==> config.mk <==
export PLATFORM = sky130hd
export DESIGN_NAME = pattern_eval_scheduler_flat
export DESIGN_NICKNAME = d
export VERILOG_FILES = /design/src/rtl/juggle_pkg.sv /design/src/rtl/pattern_eval_scheduler_if.sv /design/src/rtl/ball_frame_reg.sv /design/src/rtl/pattern_eval_scheduler.sv /design/src/flat_wrapper.sv
export SDC_FILE = /design/constraint.sdc
export NUM_CORES = 1
export LEC_CHECK = 0
export CORE_AREA = 5 5 258 260
export DETAILED_ROUTE_END_ITERATION = 6
export DIE_AREA = 0 0 263 265
export PLACE_DENSITY = 0.71
export SLEW_MARGIN = 20
export SYNTH_ARGS = -nofsm -noshare
export SYNTH_HDL_FRONTEND = slang
export SYNTH_SLANG_ARGS = --single-unit
==> constraint.sdc <==
create_clock -name clk_in -period 2 [get_ports clk_in]
set_input_delay 0.4 -clock clk_in [delete_from_list [all_inputs] [get_ports clk_in]]
set_output_delay 0.4 -clock clk_in [all_outputs]
set_load 0.01 [all_outputs]
==> src/rtl/juggle_pkg.sv <==
// Shared widths, frame record and scheduler state encoding for the juggling pattern evaluator path.
// Pure declarations: no latency, no flow control.
package juggle_pkg;

  localparam int MAX_BALLS = 7;
  localparam int NB_W      = 3;
  localparam int X_W       = 11;
  localparam int Y_W       = 10;
  localparam int ERR_W     = 15;

  localparam logic signed [ERR_W-1:0] TIMEOUT_ERR = 15'sh3FFF;

  typedef enum logic [2:0] {
    IDLE,
    CLEAR,
    LAUNCH,
    WAIT,
    REPORT
  } sched_state_t;

  typedef struct packed {
    logic [NB_W-1:0]                 num_balls;
    logic [MAX_BALLS-1:0][X_W-1:0]   model_x;
    logic [MAX_BALLS-1:0][Y_W-1:0]   model_y;
    logic [MAX_BALLS-1:0][X_W-1:0]   real_x;
    logic [MAX_BALLS-1:0][Y_W-1:0]   real_y;
  } frame_t;

endpackage

==> src/rtl/pattern_eval_scheduler_if.sv <==
// Frame input, evaluator handshake and result/statistics bundle of the scheduler.
// Wiring only: no latency; frames are pulses with no ready, the evaluator side is valid/done.
interface pattern_eval_scheduler_if;
  import juggle_pkg::*;

  logic                               frame_valid_in;
  logic [NB_W-1:0]                    num_balls_in;
  logic [MAX_BALLS-1:0][X_W-1:0]      model_x_in;
  logic [MAX_BALLS-1:0][Y_W-1:0]      model_y_in;
  logic [MAX_BALLS-1:0][X_W-1:0]      real_x_in;
  logic [MAX_BALLS-1:0][Y_W-1:0]      real_y_in;

  logic                               eval_rst_out;
  logic                               eval_valid_out;
  logic [NB_W-1:0]                    eval_num_balls_out;
  logic [MAX_BALLS-1:0][X_W-1:0]      eval_model_x_out;
  logic [MAX_BALLS-1:0][Y_W-1:0]      eval_model_y_out;
  logic [MAX_BALLS-1:0][X_W-1:0]      eval_real_x_out;
  logic [MAX_BALLS-1:0][Y_W-1:0]      eval_real_y_out;
  logic                               eval_done_in;
  logic signed [ERR_W-1:0]            eval_error_in;
  logic                               eval_correct_in;

  logic                               result_valid_out;
  logic signed [ERR_W-1:0]            result_error_out;
  logic                               result_correct_out;
  logic [7:0]                         streak_out;
  logic [15:0]                        frames_evaluated_out;
  logic [15:0]                        frames_dropped_out;
  logic                               timeout_out;
  logic                               busy_out;

  modport master (
    input  frame_valid_in, num_balls_in, model_x_in, model_y_in, real_x_in, real_y_in,
    input  eval_done_in, eval_error_in, eval_correct_in,
    output eval_rst_out, eval_valid_out, eval_num_balls_out,
    output eval_model_x_out, eval_model_y_out, eval_real_x_out, eval_real_y_out,
    output result_valid_out, result_error_out, result_correct_out,
    output streak_out, frames_evaluated_out, frames_dropped_out, timeout_out, busy_out
  );

  modport slave (
    output frame_valid_in, num_balls_in, model_x_in, model_y_in, real_x_in, real_y_in,
    output eval_done_in, eval_error_in, eval_correct_in,
    input  eval_rst_out, eval_valid_out, eval_num_balls_out,
    input  eval_model_x_out, eval_model_y_out, eval_real_x_out, eval_real_y_out,
    input  result_valid_out, result_error_out, result_correct_out,
    input  streak_out, frames_evaluated_out, frames_dropped_out, timeout_out, busy_out
  );

endinterface

==> src/rtl/ball_frame_reg.sv <==
// Load-enabled holding register for one frame (ball count plus model/real coordinates).
// One cycle load-to-output; no flow control, holds until the next load.
module ball_frame_reg
  import juggle_pkg::*;
(
  input  logic   clk_in,
  input  logic   rst_in,
  input  logic   load,
  input  frame_t d,
  output frame_t q
);

  always_ff @(posedge clk_in) begin
    if (!rst_in) begin
      q <= '0;
    end else if (load) begin
      q <= d;
    end
  end

endmodule

==> src/rtl/pattern_eval_scheduler.sv <==
// Runs the pattern evaluator once per frame: snapshot, reset, launch, wait (with timeout), report, session stats.
// Capture to launch 2 cycles, result 1 cycle after done; no backpressure, a one-deep pending slot absorbs and counts overwrites.
module pattern_eval_scheduler
  import juggle_pkg::*;
#(
  parameter int TIMEOUT_CYCLES = 4096,
  parameter int MAX_STREAK     = 255
) (
  input  logic                     clk_in,
  input  logic                     rst_in,
  pattern_eval_scheduler_if.master sched
);

  localparam int CNT_W = $clog2(TIMEOUT_CYCLES);
  // Counter value whose increment lands on TIMEOUT_CYCLES-1.
  localparam logic [CNT_W-1:0] TMO_LAST   = CNT_W'(TIMEOUT_CYCLES - 2);
  localparam logic [7:0]       STREAK_MAX = 8'(MAX_STREAK);

  sched_state_t state, next_state;

  frame_t in_frame, act_d, act_q, pend_q;
  logic   act_load, pend_load, pend_vld;

  logic [CNT_W-1:0]        wait_cnt;
  logic signed [ERR_W-1:0] res_err_d;
  logic                    res_corr_d;
  logic                    tmo_evt;

  assign in_frame.num_balls = sched.num_balls_in;
  assign in_frame.model_x   = sched.model_x_in;
  assign in_frame.model_y   = sched.model_y_in;
  assign in_frame.real_x    = sched.real_x_in;
  assign in_frame.real_y    = sched.real_y_in;

  // Only an IDLE with an empty pending slot captures straight into active.
  assign pend_load = sched.frame_valid_in && !(state == IDLE && !pend_vld);

  ball_frame_reg u_active (
    .clk_in (clk_in),
    .rst_in (rst_in),
    .load   (act_load),
    .d      (act_d),
    .q      (act_q)
  );

  ball_frame_reg u_pending (
    .clk_in (clk_in),
    .rst_in (rst_in),
    .load   (pend_load),
    .d      (in_frame),
    .q      (pend_q)
  );

  assign sched.eval_num_balls_out = act_q.num_balls;
  assign sched.eval_model_x_out   = act_q.model_x;
  assign sched.eval_model_y_out   = act_q.model_y;
  assign sched.eval_real_x_out    = act_q.real_x;
  assign sched.eval_real_y_out    = act_q.real_y;
  assign sched.eval_rst_out       = (state == CLEAR) || !rst_in;

  always_ff @(posedge clk_in) begin
    if (!rst_in) begin
      state <= IDLE;
    end else begin
      state <= next_state;
    end
  end

  always_comb begin
    next_state = state;
    act_load   = 1'b0;
    act_d      = in_frame;
    res_err_d  = '0;
    res_corr_d = 1'b0;
    tmo_evt    = 1'b0;
    case (state)
      IDLE: begin
        if (pend_vld) begin
          act_load = 1'b1;
          act_d    = pend_q;
        end else if (sched.frame_valid_in) begin
          act_load = 1'b1;
        end
        if (act_load) begin
          if (act_d.num_balls == '0) begin
            next_state = REPORT;
            res_corr_d = 1'b1;
          end else begin
            next_state = CLEAR;
          end
        end
      end
      CLEAR:  next_state = LAUNCH;
      LAUNCH: next_state = WAIT;
      WAIT: begin
        if (sched.eval_done_in) begin
          next_state = REPORT;
          res_err_d  = sched.eval_error_in;
          res_corr_d = sched.eval_correct_in;
        end else if (wait_cnt == TMO_LAST) begin
          next_state = REPORT;
          res_err_d  = TIMEOUT_ERR;
          tmo_evt    = 1'b1;
        end
      end
      REPORT:  next_state = IDLE;
      default: next_state = IDLE;
    endcase
  end

  always_ff @(posedge clk_in) begin
    if (!rst_in) begin
      pend_vld                   <= 1'b0;
      wait_cnt                   <= '0;
      sched.eval_valid_out       <= 1'b0;
      sched.busy_out             <= 1'b0;
      sched.result_valid_out     <= 1'b0;
      sched.result_error_out     <= '0;
      sched.result_correct_out   <= 1'b0;
      sched.streak_out           <= '0;
      sched.frames_evaluated_out <= '0;
      sched.frames_dropped_out   <= '0;
      sched.timeout_out          <= 1'b0;
    end else begin
      if (state == IDLE && pend_vld) begin
        pend_vld <= sched.frame_valid_in;
      end else if (pend_load) begin
        pend_vld <= 1'b1;
      end

      if (pend_load && pend_vld && state != IDLE && sched.frames_dropped_out != 16'hFFFF) begin
        sched.frames_dropped_out <= sched.frames_dropped_out + 16'd1;
      end

      if (state == LAUNCH) begin
        wait_cnt <= '0;
      end else if (state == WAIT) begin
        wait_cnt <= wait_cnt + CNT_W'(1);
      end

      sched.eval_valid_out   <= (next_state == LAUNCH);
      sched.busy_out         <= (next_state != IDLE);
      sched.result_valid_out <= (next_state == REPORT);

      if (next_state == REPORT) begin
        sched.result_error_out     <= res_err_d;
        sched.result_correct_out   <= res_corr_d;
        sched.frames_evaluated_out <= sched.frames_evaluated_out + 16'd1;
        if (!res_corr_d) begin
          sched.streak_out <= '0;
        end else if (sched.streak_out != STREAK_MAX) begin
          sched.streak_out <= sched.streak_out + 8'd1;
        end
      end

      if (tmo_evt) begin
        sched.timeout_out <= 1'b1;
      end
    end
  end

endmodule

==> src/flat_wrapper.sv <==
// flat-port wrapper written by rule: the top's interface ports become plain ports
module pattern_eval_scheduler_flat import juggle_pkg::*;
#(
  parameter int TIMEOUT_CYCLES = 4096,
  parameter int MAX_STREAK     = 255
)
  (clk_in, rst_in, sched_frame_valid_in, sched_num_balls_in, sched_model_x_in, sched_model_y_in, sched_real_x_in, sched_real_y_in, sched_eval_done_in, sched_eval_error_in, sched_eval_correct_in, sched_eval_rst_out, sched_eval_valid_out, sched_eval_num_balls_out, sched_eval_model_x_out, sched_eval_model_y_out, sched_eval_real_x_out, sched_eval_real_y_out, sched_result_valid_out, sched_result_error_out, sched_result_correct_out, sched_streak_out, sched_frames_evaluated_out, sched_frames_dropped_out, sched_timeout_out, sched_busy_out);
  pattern_eval_scheduler_if sched_i ();
  input  logic clk_in;
  input  logic rst_in;
  input wire logic [$bits(sched_i.frame_valid_in)-1:0] sched_frame_valid_in;
  input wire logic [$bits(sched_i.num_balls_in)-1:0] sched_num_balls_in;
  input wire logic [$bits(sched_i.model_x_in)-1:0] sched_model_x_in;
  input wire logic [$bits(sched_i.model_y_in)-1:0] sched_model_y_in;
  input wire logic [$bits(sched_i.real_x_in)-1:0] sched_real_x_in;
  input wire logic [$bits(sched_i.real_y_in)-1:0] sched_real_y_in;
  input wire logic [$bits(sched_i.eval_done_in)-1:0] sched_eval_done_in;
  input wire logic [$bits(sched_i.eval_error_in)-1:0] sched_eval_error_in;
  input wire logic [$bits(sched_i.eval_correct_in)-1:0] sched_eval_correct_in;
  output wire logic [$bits(sched_i.eval_rst_out)-1:0] sched_eval_rst_out;
  output wire logic [$bits(sched_i.eval_valid_out)-1:0] sched_eval_valid_out;
  output wire logic [$bits(sched_i.eval_num_balls_out)-1:0] sched_eval_num_balls_out;
  output wire logic [$bits(sched_i.eval_model_x_out)-1:0] sched_eval_model_x_out;
  output wire logic [$bits(sched_i.eval_model_y_out)-1:0] sched_eval_model_y_out;
  output wire logic [$bits(sched_i.eval_real_x_out)-1:0] sched_eval_real_x_out;
  output wire logic [$bits(sched_i.eval_real_y_out)-1:0] sched_eval_real_y_out;
  output wire logic [$bits(sched_i.result_valid_out)-1:0] sched_result_valid_out;
  output wire logic [$bits(sched_i.result_error_out)-1:0] sched_result_error_out;
  output wire logic [$bits(sched_i.result_correct_out)-1:0] sched_result_correct_out;
  output wire logic [$bits(sched_i.streak_out)-1:0] sched_streak_out;
  output wire logic [$bits(sched_i.frames_evaluated_out)-1:0] sched_frames_evaluated_out;
  output wire logic [$bits(sched_i.frames_dropped_out)-1:0] sched_frames_dropped_out;
  output wire logic [$bits(sched_i.timeout_out)-1:0] sched_timeout_out;
  output wire logic [$bits(sched_i.busy_out)-1:0] sched_busy_out;
  assign sched_i.frame_valid_in = sched_frame_valid_in;
  assign sched_i.num_balls_in = sched_num_balls_in;
  assign sched_i.model_x_in = sched_model_x_in;
  assign sched_i.model_y_in = sched_model_y_in;
  assign sched_i.real_x_in = sched_real_x_in;
  assign sched_i.real_y_in = sched_real_y_in;
  assign sched_i.eval_done_in = sched_eval_done_in;
  assign sched_i.eval_error_in = sched_eval_error_in;
  assign sched_i.eval_correct_in = sched_eval_correct_in;
  assign sched_eval_rst_out = sched_i.eval_rst_out;
  assign sched_eval_valid_out = sched_i.eval_valid_out;
  assign sched_eval_num_balls_out = sched_i.eval_num_balls_out;
  assign sched_eval_model_x_out = sched_i.eval_model_x_out;
  assign sched_eval_model_y_out = sched_i.eval_model_y_out;
  assign sched_eval_real_x_out = sched_i.eval_real_x_out;
  assign sched_eval_real_y_out = sched_i.eval_real_y_out;
  assign sched_result_valid_out = sched_i.result_valid_out;
  assign sched_result_error_out = sched_i.result_error_out;
  assign sched_result_correct_out = sched_i.result_correct_out;
  assign sched_streak_out = sched_i.streak_out;
  assign sched_frames_evaluated_out = sched_i.frames_evaluated_out;
  assign sched_frames_dropped_out = sched_i.frames_dropped_out;
  assign sched_timeout_out = sched_i.timeout_out;
  assign sched_busy_out = sched_i.busy_out;
  pattern_eval_scheduler #(.TIMEOUT_CYCLES(TIMEOUT_CYCLES), .MAX_STREAK(MAX_STREAK)) u_core (.clk_in(clk_in), .rst_in(rst_in), .sched(sched_i));
endmodule
# Yosys cells after proc, flatten, opt, wreduce, memory -nomap -nowiden

Cells that the tools add are included.

Bits in registers: 670
Input bits: 317
Output and inout bits: 358
Word-level logic and storage cells: 127

Add/subtract/negate cells: 4
Equal/unequal tests: 9
Multiplexer cells: 26
Bitwise gates (word level): 1
Reduce and logical (&&, ||, !) cells: 17

Operators by type and width:

| kind                    | number |
|---|---|
| $mux W297               | 3 |
| $add A16 B1 Y16 const B | 2 |
| $mux W15                | 2 |
| $mux W8                 | 2 |
| $ne A16 B16 Y1 const B  | 1 |
| $mux W14                | 1 |
| $add A12 B1 Y12 const B | 1 |
| $eq A12 B12 Y1 const B  | 1 |
| $mux W1                 | 12 |
| $mux W3                 | 4 |
| $pmux W3 S4             | 1 |
| $eq A3 B2 Y1 const B    | 3 |
| $add A8 B1 Y8 const B   | 1 |
| $ne A8 B8 Y1 const B    | 1 |
| $logic_and A1 B1 Y1     | 6 |
| $logic_not A3 Y1        | 2 |
| $reduce_bool A3 Y1      | 2 |
| $eq A3 B1 Y1 const B    | 1 |
| $eq A3 B3 Y1 const B    | 1 |
| $logic_not A1 Y1        | 3 |
| $ne A2 B2 Y1 const B    | 1 |
| $pmux W1 S2             | 1 |
| $reduce_and A2 Y1       | 1 |
| $reduce_bool A2 Y1      | 1 |
| 3 further kinds         | 3 |

# Depth between registers and ports, before layout

Depth after elaboration: 8
Mapped depth: 9

# Hierarchy

From an unflattened synthesis, not the netlist that was laid out.

Cells, all modules: 2656
Area total of the unflattened synthesis: 29503.3 µm²

Modules (own cells, without submodules):

| module                 | instances | cells each | area an instance (µm²) |
|---|---|---|---|
| ball_frame_reg         | 2         | 957        | 11252.0 |
| pattern_eval_scheduler | 1         | 742        | 6999.2 |

# Worst setup path after synthesis

Ideal clock, no wire load.

Path type: register to register
From: register u_core.sched.frames_dropped_out[0]
To: register u_core.sched.frames_dropped_out[0]
Setup time: 0.128 ns
Data arrival time: 1.819 ns
Required time: 1.872 ns
Slack: 0.053 ns
Stages on the path, launching flop included: 8
Buffers on the path: 1
Clock period less this slack: 1.947 ns
Cell sequence: dfxtp_1 ha_1 nand3_1 nor4_2 clkbuf_1 nor2_1 xnor2_1 nor2_1

Cells in the longest elaborated chain, start to end: 2
Elaborated cells between the ends (all ways): 3
Those cells by class: add/sub: 1; eq/ne: 1; reduce/logical: 1

Ends and longest elaborated chain:

| item                                                    | RTL line                        | text |
|---|---|---|
| start: declaration                                      | pattern_eval_scheduler_if.sv:39 | `output streak_out, frames_evaluated_out, frames_dropped_out, timeout_out, busy_out` |
| start signal: assignment                                | pattern_eval_scheduler.sv:132   | `sched.frames_dropped_out <= sched.frames_dropped_out + 16'd1;` |
| branches (longest 2 deep; another with $add A16 B1 Y16) | -                               |  |

Several ways; the timed one is not identified.
A chain may end at the register's enable or synchronous reset.

# Final worst setup path

From: register u_core.wait_cnt[0]
To: register u_core.sched.frames_evaluated_out[11]

Cells in the longest elaborated chain, start to end: 5

Ends and longest elaborated chain:

| item                     | RTL line                        | text |
|---|---|---|
| start: declaration       | pattern_eval_scheduler.sv:24    | `logic [CNT_W-1:0] wait_cnt;` |
| start signal: assignment | pattern_eval_scheduler.sv:138   | `wait_cnt <= wait_cnt + CNT_W'(1);` |
| $eq A12 B12 Y1           | pattern_eval_scheduler.sv:100   | `end else if (wait_cnt == TMO_LAST) begin` |
| $mux W3                  | pattern_eval_scheduler.sv:100   |  |
| $mux W3                  | pattern_eval_scheduler.sv:96    | `if (sched.eval_done_in) begin` |
| $pmux W3 S4              | pattern_eval_scheduler.sv:76    | `case (state)` |
| $eq A3 B3 Y1             | pattern_eval_scheduler.sv:145   | `if (next_state == REPORT) begin` |
| end signal: assignment   | pattern_eval_scheduler.sv:148   | `sched.frames_evaluated_out <= sched.frames_evaluated_out + 16'd1;` |
| end: declaration         | pattern_eval_scheduler_if.sv:39 |  |

No other way between the ends.

==> impl_results.md <==
- Status: complete, no violations
- Critical path, cell by cell: inv_1 > ha_1 > and4_4 > and4_4 > or3_4 > buf_6 > buf_4 > and3_1 > mux2i_1
- CP delay by family, top: simple AND/OR/NAND/NOR gates
- Top cell by count, worst path: and4_4
- Most common cell in the synthesized netlist: dfxtp_1
- CTS tree: yes
- Startpoint class of the critical path: flop
- Final Hold Fails: 0
- Flip-flop and latch area: 13,400 µm²
- Sw Share: 0.328
- Routed Antenna Nets: 0
- Tmin final: 1960 ps
- Dominant cell type by area after synthesis: dfxtp_1
- H-Tree Depth: 3
- Worst-path clk slew: 60 ps
- Crit path largest cell delay: 380 ps
- Async S/R FF share, synth: 0
- Critical path buffers and inverters: 3
- Layout Nets: 3,974
- Period utilization: 0.980
- Maximum vdd drop: 893 µV
- Worst Setup EP: u_core.sched.frames_evaluated_out[11]
- FP Rows: 93
- Syn Inst Count: 3,072
- Root Driver: clkbuf_16
- Crit path DAT: 2460 ps
- Wire length per cell: 20.9 µm
- Port-buffer cells: 674
- Die Span Y: 265 µm
- Crit path from: u_core.wait_cnt[0]
- Non-filler cells, final: 4,576
- Finish-stage setup viols: 0
- Syn_area_per_cell: 8.55 µm²
- Reg-to-reg setup timing slack: 40 ps
- Core area: 63,900 µm²
- Max Slew Vio Count: 0
- Crit. End Element: flop
- Setup CP Type: reg -> reg
- Switching pwr: 14.8 mW
- Seq/Total Area, Yosys: 0.511
- Routed wire length: 95,600 µm
- Utilization after layout: 0.583
- Distinct cells, synth: 52
- Area share of the leading cell type in the synthesized netlist: 0.511
- Number of iterations in the first detailed-routing pass: 6
- CTS buffer count: 73
- Crit path depth: 9
- Top post-synthesis cells by area: dfxtp_1, a21oi_1, o221ai_1
- Slowest-stage cell, CP: or3_4
- Post-DP HPWL: 61,600 µm
- Die X: 263 µm
- Antenna violations before repair: 20
- Initial Util: 0.411
- Count of flip-flops with a built-in enable after synthesis: 0
- Synth Flop Type: dfxtp_1
- Die area: 69,700 µm²
- CTS max path bufs: 3
- Number of global-route vias before repair: 25,600
- RR Startpoint: u_core.wait_cnt[0]
- Post-Route Skew: 26.1 ps
- Min-delay worst type: in -> reg
- Clock latency on the worst-skew pair: 610 ps
- Synth Cell Area: 26,300 µm²
- Placer Congestion: 0.876
- YS warnings: 0
- Clk sinks: 670
- Slew @ Worst Pin: 684 ps
- Slew headroom: 0.544
- Ports: 675
- Global-route wire length before repair: 148,000 µm
- Synth Register Bits: 670
- Worst EP required: 2500 ps
- Grt ovf: 0
- Number of DRC markers in iteration 0: 2,589
- P&R area growth vs syn: 41.8%
- Comb pwr share: 0.308
- Internal cell power: 30.3 mW
- DRC Markers: 0
- # Max-Cap Violations: 0
- Total leakage power: 13.9 nW
- Fill count: 5,627
- Drt via density: 5.89
- GRT Overall Usage: 0.254
- Synth cell count leaders: dfxtp_1, nand2_1, a21oi_1, o221ai_1, o22ai_1
- Pwr/cell area: 1210 nW/µm²
- Total chip power: 45.1 mW
- Fraction of layout cells with a size suffix above 1: 0.0802
- Post-Syn Nets: 3,394
- Area of the multi-input gates: 11,700 µm²
- Setup WS pre-CTS: -458 ps
- Reg2Reg Depth: 9
- Via count: 27,000
- Seq pwr share: 0.386
- Max Fanout on Critical Path: 6
- DP Cell Count: 4,425
- FMAX: 510 MHz
- Clock Power Share: 0.306
- Final worst slack: 40.0 ps
- Hold-fix buffers at CTS: 0
- Critical R2R Capture: u_core.sched.frames_evaluated_out[11]
- Largest net degree at the start of global routing: 114
repair_timing:
action,in CTS,in global routing
gates cloned,0,1
gates resized for setup,119,59
buffers inserted,2,4
setup endpoints to repair,139,155
pin swaps,2,6
cell families after synthesis:
logic type / count (synthesis) / share of synthesized area
AO/OA/AOI/OAI: 1256 / 0.301
XOR/XNOR: 25 / 0.00834
adder cells (fa/ha/maj): 5 / 0.00238
buffers and inverters: 322 / 0.0493
flip-flops: 670 / 0.511
multiplexers: 9 / 0.00343
AND/OR/NAND/NOR: 785 / 0.125
layout by cell type (no fill, tap or decap), types with 14 or more instances in the layout:
master and count:
o22ai_1 291, clkbuf_8 19, xnor2_1 19, clkdlybuf4s50_1 530, o221ai_1 295, buf_4 90, nand3_1 15, nor2b_1 14
nor2_1 45, a21oi_1 612, clkbuf_16 77, dfxtp_1 661, dlygate4sd2_1 102, diode_2 18, buf_12 52, nand4_1 15
dlymetal6s2s_1 39, nand2_1 624
worst reg2reg max path, cell delays in order (launching register included):
cell and delay, ps:
dfxtp_2 320, inv_1 50, ha_1 190, and4_4 160, and4_4 200, or3_4 390, buf_6 140, buf_4 140
and3_1 150, mux2i_1 110
per-layer routing:
metal / wire [µm] / track usage / part of all wire / vias up
met5: 24 / 0 / 0.00025 / -
met4: 4440 / 0.126 / 0.046 / 4
met3: 6960 / 0.0606 / 0.073 / 239
met2: 45600 / 0.411 / 0.48 / 1049
met1: 38600 / 0.320 / 0.40 / 13100
li1: - / - / - / 12600
state kept, by name (all words and copies together), names as in the netlist, 3 cells and up:
signal	count
u_core.u_pending.q	297
u_core.u_active.q	297
u_core.wait_cnt	12
u_core.sched.frames_evaluated_out	16
u_core.state	3
u_core.sched.frames_dropped_out	16
u_core.sched.streak_out	8
u_core.sched.result_error_out	15
worst min path at each step:
stage | startpoint | slack [ps] | cells past startpoint | end
CTS | rst_in | 70 | 3 | u_core.u_active.q[219]
global route | rst_in | 100 | 3 | u_core.u_active.q[91]
finish | rst_in | 110 | 3 | u_core.u_active.q[226]
floorplan | u_core.u_pending.q[0] | 440 | 2 | u_core.u_pending.q[0]
global placement | u_core.u_pending.q[27] | 440 | 2 | u_core.u_pending.q[27]
detailed placement | u_core.u_pending.q[163] | 450 | 2 | u_core.u_pending.q[163]
power groups by stage:
stage,Sequential [mW],Combinational (mW),Clock (mW)
3_5_place_dp,17.6,14.1,0
2_1_floorplan,18.1,6.41,0
6_report,17.4,13.9,13.8
3_3_place_gp,17.6,13.9,0
5_1_grt,17.7,15.0,14.6
4_1_cts,17.4,13.9,14.0
through the flow:
step | hold WS (ps) | TNS [ps] | instance area (µm²)
after global placement | 442 | -13470 | 34600
after detailed placement | 446 | -14390 | 34600
after global routing | 97.2 | -17.9 | 37200
final | 111 | 0 | 37200
after CTS | 66.8 | -61.1 | 36900
after floorplan | 436 | 0 | 26300
cell type report:
type / count / share of cell area
Sequential cell: 670 / 0.361
Multi-Input combinational cell: 2080 / 0.314
Timing Repair Buffer: 818 / 0.228
Clock buffer: 107 / 0.0593
Tap cell: 855 / 0.0287
Clock inverter: 19 / 0.00686
Inverter: 9 / 0.00131
Antenna cell: 18 / 0.00121
No activity file was read; power rests on OpenSTA's default activity.
